**src/rtl/nibble_pkg.sv**
```systemverilog
// Shared definitions for the 4-bit CPU front end and decoder.
// Opcodes, phase encoding, default widths and the decoder control bundle.
package nibble_pkg;

    localparam int DEF_PC_W  = 12;
    localparam int DEF_ROM_W = 8;
    localparam int DEF_RET_W = 16;

    localparam logic [3:0] OPC_JC   = 4'h0;
    localparam logic [3:0] OPC_JNC  = 4'h1;
    localparam logic [3:0] OPC_JZ   = 4'h2;
    localparam logic [3:0] OPC_JNZ  = 4'h3;
    localparam logic [3:0] OPC_LDI  = 4'h4;
    localparam logic [3:0] OPC_LDM  = 4'h5;
    localparam logic [3:0] OPC_STM  = 4'h6;
    localparam logic [3:0] OPC_ADDI = 4'h7;
    localparam logic [3:0] OPC_ADDM = 4'h8;
    localparam logic [3:0] OPC_SUBI = 4'h9;
    localparam logic [3:0] OPC_JMP  = 4'hA;
    localparam logic [3:0] OPC_AND  = 4'hB;
    localparam logic [3:0] OPC_OR   = 4'hC;
    localparam logic [3:0] OPC_IN   = 4'hD;
    localparam logic [3:0] OPC_OUT  = 4'hE;
    localparam logic [3:0] OPC_NOP  = 4'hF;

    typedef enum logic {
        PH_FETCH = 1'b0,
        PH_EXEC  = 1'b1
    } phase_e;

    typedef struct packed {
        logic       incPC;
        logic       loadPC;
        logic       loadA;
        logic       loadFlags;
        logic [2:0] S;
        logic       csRAM;
        logic       weRAM;
        logic       oeALU;
        logic       oeIN;
        logic       oeOperand;
        logic       loadOut;
    } ctrl_t;

    // Two-byte instructions carry the jump low byte in the next ROM word.
    function automatic logic is_two_byte(input logic [3:0] opc);
        return (opc == OPC_JC)  || (opc == OPC_JNC) ||
               (opc == OPC_JZ)  || (opc == OPC_JNZ) ||
               (opc == OPC_JMP);
    endfunction

endpackage

```
**src/rtl/nibble_flag_reg.sv**
```systemverilog
// Carry/zero flag register for the 4-bit CPU.
// Captures the ALU flags on the same edge the enable is high.
module nibble_flag_reg
(
    input  logic clk,
    input  logic reset_n,
    input  logic load,
    input  logic carry_in,
    input  logic zero_in,
    output logic carry,
    output logic zero
);

    // Capture ALU flags when enabled, otherwise hold.
    always_ff @(posedge clk or negedge reset_n) begin
        if (!reset_n) begin
            carry <= 1'b0;
            zero  <= 1'b0;
        end else if (load) begin
            carry <= carry_in;
            zero  <= zero_in;
        end
    end

endmodule

```
**src/rtl/nibble_fetch_seq.sv**
```systemverilog
// Fetch/sequencer front end: phase, PC, IR, flags, retired counter.
// Optional freeze request when NIB_HALT_EN is defined.
module nibble_fetch_seq
    import nibble_pkg::*;
#(
    parameter int PC_W  = DEF_PC_W,
    parameter int ROM_W = DEF_ROM_W,
    parameter int RET_W = DEF_RET_W
)
(
    input  logic             clk,
    input  logic             reset_n,
    input  logic [ROM_W-1:0] rom_data,
    input  logic             incPC,
    input  logic             loadPC,
    input  logic             loadFlags,
    input  logic             alu_carry,
    input  logic             alu_zero,
`ifdef NIB_HALT_EN
    input  logic             halt,
`endif
    output logic [PC_W-1:0]  pc,
    output logic             phase,
    output logic [3:0]       instr,
    output logic [3:0]       operand,
    output logic             C,
    output logic             Z,
    output logic [RET_W-1:0] retired
);

    phase_e           phase_q;
    phase_e           phase_d;
    logic [PC_W-1:0]  pc_q;
    logic [PC_W-1:0]  pc_d;
    logic [3:0]       instr_q;
    logic [3:0]       instr_d;
    logic [3:0]       op_q;
    logic [3:0]       op_d;
    logic [RET_W-1:0] ret_q;
    logic [RET_W-1:0] ret_d;
    logic [PC_W-1:0]  pc_inc;
    logic [PC_W-1:0]  jump_tgt;
    logic             frozen;

    assign pc_inc   = pc_q + PC_W'(1);
    assign jump_tgt = PC_W'({op_q, rom_data});

`ifdef NIB_HALT_EN
    logic halted_q;
    logic halted_d;

    assign frozen = halted_q;

    // Halt flag: armed at an execute edge, released when halt drops.
    always_ff @(posedge clk or negedge reset_n) begin
        if (!reset_n) begin
            halted_q <= 1'b0;
        end else begin
            halted_q <= halted_d;
        end
    end

    // Halt next-state: sampled only at execute edges or while halted.
    always_comb begin
        halted_d = halted_q;
        if (halted_q) begin
            halted_d = halt;
        end else if (phase_q == PH_EXEC) begin
            halted_d = halt;
        end
    end
`else
    assign frozen = 1'b0;
`endif

    // Phase state register.
    always_ff @(posedge clk or negedge reset_n) begin
        if (!reset_n) begin
            phase_q <= PH_FETCH;
        end else begin
            phase_q <= phase_d;
        end
    end

    // Datapath registers: PC, IR and retired counter.
    always_ff @(posedge clk or negedge reset_n) begin
        if (!reset_n) begin
            pc_q    <= '0;
            instr_q <= '0;
            op_q    <= '0;
            ret_q   <= '0;
        end else begin
            pc_q    <= pc_d;
            instr_q <= instr_d;
            op_q    <= op_d;
            ret_q   <= ret_d;
        end
    end

    // Next-state: fetch loads IR, execute resolves jump and retires.
    always_comb begin
        phase_d = phase_q;
        pc_d    = pc_q;
        instr_d = instr_q;
        op_d    = op_q;
        ret_d   = ret_q;
        if (!frozen) begin
            unique case (phase_q)
                PH_FETCH: begin
                    instr_d = rom_data[ROM_W-1 -: 4];
                    op_d    = rom_data[3:0];
                    if (incPC) begin
                        pc_d = pc_inc;
                    end
                    phase_d = PH_EXEC;
                end
                PH_EXEC: begin
                    if (loadPC) begin
                        pc_d = jump_tgt;
                    end else if (incPC) begin
                        pc_d = pc_inc;
                    end
                    ret_d   = ret_q + RET_W'(1);
                    phase_d = PH_FETCH;
                end
                default: begin
                    phase_d = PH_FETCH;
                end
            endcase
        end
    end

    nibble_flag_reg u_flags (
        .clk      (clk),
        .reset_n  (reset_n),
        .load     (loadFlags & ~frozen),
        .carry_in (alu_carry),
        .zero_in  (alu_zero),
        .carry    (C),
        .zero     (Z)
    );

    assign pc      = pc_q;
    assign phase   = phase_q;
    assign instr   = instr_q;
    assign operand = op_q;
    assign retired = ret_q;

endmodule

```
**config.mk**
```make
export PLATFORM = sky130hd
export DESIGN_NAME = nibble_fetch_seq
export DESIGN_NICKNAME = d
export VERILOG_FILES = /design/src/rtl/nibble_pkg.sv /design/src/rtl/nibble_flag_reg.sv /design/src/rtl/nibble_fetch_seq.sv
export SDC_FILE = /design/constraint.sdc
export NUM_CORES = 1
export LEC_CHECK = 0
export BUFFER_PORTS_ARGS = -buffer_cell sky130_fd_sc_hd__buf_2
export CORE_ASPECT_RATIO = 2
export CORE_MARGIN = 5
export CORE_UTILIZATION = 50
export CTS_BUF_LIST = sky130_fd_sc_hd__clkbuf_8
export CTS_CLUSTER_DIAMETER = 100
export DETAILED_ROUTE_END_ITERATION = 6
export GPL_TIMING_DRIVEN = 0
export PLACE_DENSITY = 0.78
export SLEW_MARGIN = 20
export SYNTH_ARGS = -nofsm -noshare
export SYNTH_HDL_FRONTEND = slang
export SYNTH_SLANG_ARGS = --single-unit
```
**constraint.sdc**
```tcl
create_clock -name clk -period 3.1 [get_ports clk]
set_clock_uncertainty 0.15 [all_clocks]
set_input_delay 0 -clock clk [delete_from_list [all_inputs] [get_ports clk]]
set_output_delay 0 -clock clk [all_outputs]
set_load 0.005 [all_outputs]
```
==> run_results.csv <==
group,metric,value,unit
run_status,run_status,"finished, final reports clean",
cts,h-tree-depth,2,
power,ir_drop,0.394,mV
setup_path,max_stage_delay,0.43,ns
setup_path,arrival,1.72,ns
global_routing,track_usage,17.9,%
run,cap_violations,0,
placement,placed_cell_area,2040,µm²
sta,fmaxAchievable,592,MHz
cts,clock-root-buffer,"clkbuf_8",
setup_path,worst-path-buf-inv,0,
die,die_h,93.3,µm
sta,grt_setup_unrepaired,"false",
setup_path,reg2reg_slack,1.41,ns
finish,drive_gt1_share,35.3,%
die,rows,30,
sta,fin_tns_setup,0,ns
drt,ant_nets,0,
cts,ctsResizeCount,0,
cts,clk_pin_slew,0.08,ns
yosys,avgSynthCellArea,12.0,µm²
placement,dpl.hpwl,2890,µm
power,leakage,1.13,nW
cts,cts_buffers,5,
die,ios,54,
yosys,yosysSeqAreaShare,56.3,%
sta,setup_violations,0,
sta,relSlewSlack,43.8,%
setup_path,critical_path_class,"flop to flop",
power,p_total,1.23,mW
global_routing,antenna_found_initial,0,
cts,hold_buffers,15,
sta,tightest_slew,0.844,ns
drt,firstDrtPassIters,4,
setup_path,cp_slowest_cell,"dfrtp_1",
power,powerDensity,535,nW/µm²
global_routing,grt_pass1_wl,6370,µm
cts,insertion_delay,0.29,ns
die,die-area,4820,µm²
yosys,ys_seq_elements,39,
setup_path,reg2reg_depth,5,
finish,area_growth_syn_to_layout,33.0,%
drt,wl_per_cell,15.1,µm
min_path,worstHoldPathType,"primary input to async pin",
sta,timing_hold_violations_final,0,
setup_path,cp_cell_sequence,"ha_1 > and3_1 > and2b_1 > and4_1 > xor2_1",
global_routing,overflow,0,
yosys,ys.warnings.count,0,
finish,stdcell_area,2310,µm²
placement,io_buffer_count,53,
die,start_util,51.3,%
drt,drt-total-wl,3830,µm
setup_path,worstSetupStartpoint,"retired[0]",
setup_path,r2r_end,"retired[10]",
yosys,yosysUniqueCellTypes,22,
cts,clock-sinks,39,
placement,gp_congestion,0.777,
cts,cts_tree,"yes",
yosys,netlist_area,1730,µm²
die,core,3380,µm²
setup_path,path_delay_family,"simple AND/OR/NAND/NOR gates",
die,die_w,51.6,µm
cts,cts_buffer_depth,2,
drt,drt-initial-drc-count,30,
setup_path,reg2reg_from,"retired[0]",
finish,antenna_cells,0,
setup_path,start_kind,"flop",
sta,drv_slew,0,
drt,vias_per_cell,5.29,
finish,fin_nets,237,
sta,finalCritPeriodShare,54.5,%
global_routing,grt_pass1_vias,1419,
yosys,syn_inst,145,
sta,whs,0.202,ns
sta,period_needed,1.69,ns
setup_path,endpoint_kind,"flop",
yosys,syn-num-nets,162,
setup_path,critPathMaxFanout,4,
cts,cts_setup_buffers,0,
drt,drc,0,
global_routing,grt_max_degree,40,
drt,vias,1339,
setup_path,worstPathRequired,3.13,ns
[report_power, final]
part / total (mW) / leakage (nW) / internal, mW / switching, mW
sequential: 0.608 / 0.475 / 0.549 / 0.0589
combinational: 0.193 / 0.590 / 0.101 / 0.0916
clock: 0.433 / 0.0612 / 0.260 / 0.172
[kinds of logic after synthesis]
| kind of cell | Yosys count | share of synthesized area (%) |
|---|---|---|
| AOI/OAI and AO/OA | 12 | 3.46 |
| xor gates and xnor gates | 26 | 13.1 |
| adders and majority gates | 2 | 1.44 |
| buffers and inverters | 5 | 1.15 |
| DFF | 39 | 56.3 |
| muxes | 12 | 7.72 |
| and+or+nand+nor | 49 | 16.8 |
[how the worst max path moves through the flow]
stage	endpoint	slack, ns	cells past startpoint
detailed placement	retired[10]	1.44	5
CTS	retired[10]	1.40	5
global placement	retired[10]	1.45	5
floorplan	retired[10]	1.53	5
finish	retired[10]	1.41	5
global route	retired[10]	1.36	5
[cell usage after synthesis, drive strengths merged]
cell type	number	area share [%]
and2b	1	0.43
nand2	11	2.4
xor2	9	4.5
a21oi	12	3.5
inv	2	0.43
nand4	8	4.6
buf	1	0.29
clkbuf	2	0.43
nor4	1	1.2
xnor2	17	8.6
nor2	17	3.8
nand3	3	0.87
ha	2	1.4
and3	4	1.4
dfrtp	39	56
nor3	1	0.29
nor3b	1	0.72
mux2i	1	0.58
and4	2	1.0
mux2	11	7.1
[area by class of cell]
| cell class | count | area [µm²] |
|---|---|---|
| Sequential cell | 39 | 976 |
| Inverter | 2 | 7.51 |
| Fill cell | 256 | 1070 |
| Timing Repair Buffer | 68 | 415 |
| Multi-Input combinational cell | 101 | 738 |
| Buffer | 3 | 12.5 |
| Clock buffer | 6 | 82.6 |
| Tap cell | 32 | 40.0 |
| Clock inverter | 2 | 35.0 |
[placed cells by master (no fill, tap or decap), drive strengths merged]
cell type / instances
dlygate4sd3: 15
mux2: 11
clkinv: 1
xnor2: 17
inv: 2
buf: 54
nor3: 1
nor4: 1
nand4: 8
and3: 4
dfrtp: 39
nor3b: 1
and4: 2
nand3: 3
ha: 2
a21oi: 12
xor2: 9
nand2: 11
clkbuf: 8
mux2i: 1
and2b: 1
bufinv: 1
nor2: 17
[through the flow]
stage	worst slack, ns	utilization (%)	std cells
floorplan	1.53	-	145
global placement	1.45	60.4	230
detailed placement	1.44	60.4	230
CTS	1.40	68.3	253
global route	1.36	68.3	253
finish	1.41	68.3	253
[layer usage]
layer  vias to the layer above  global-route usage (%)  share of wire (%)
met5                         -                       0                  0
met4                         0                    9.41                2.3
met3                         8                    4.63                5.6
met2                        43                    32.7                 55
met1                       647                    17.5                 37
li1                        641                       -                  -
[state kept, by name, indices dropped and copies added (netlist names)]
signal         flops
retired           16
u_flags.carry      1
instr              4
pc                12
operand            4
phase              1
u_flags.zero       1
[worst register-to-register path, cell delays in order, from the launching register on]
cell and delay [ns]:
dfrtp_1 0.43, ha_1 0.23, and3_1 0.19, and2b_1 0.21, and4_1 0.22, xor2_1 0.14
No activity file was read; power rests on OpenSTA's default activity.
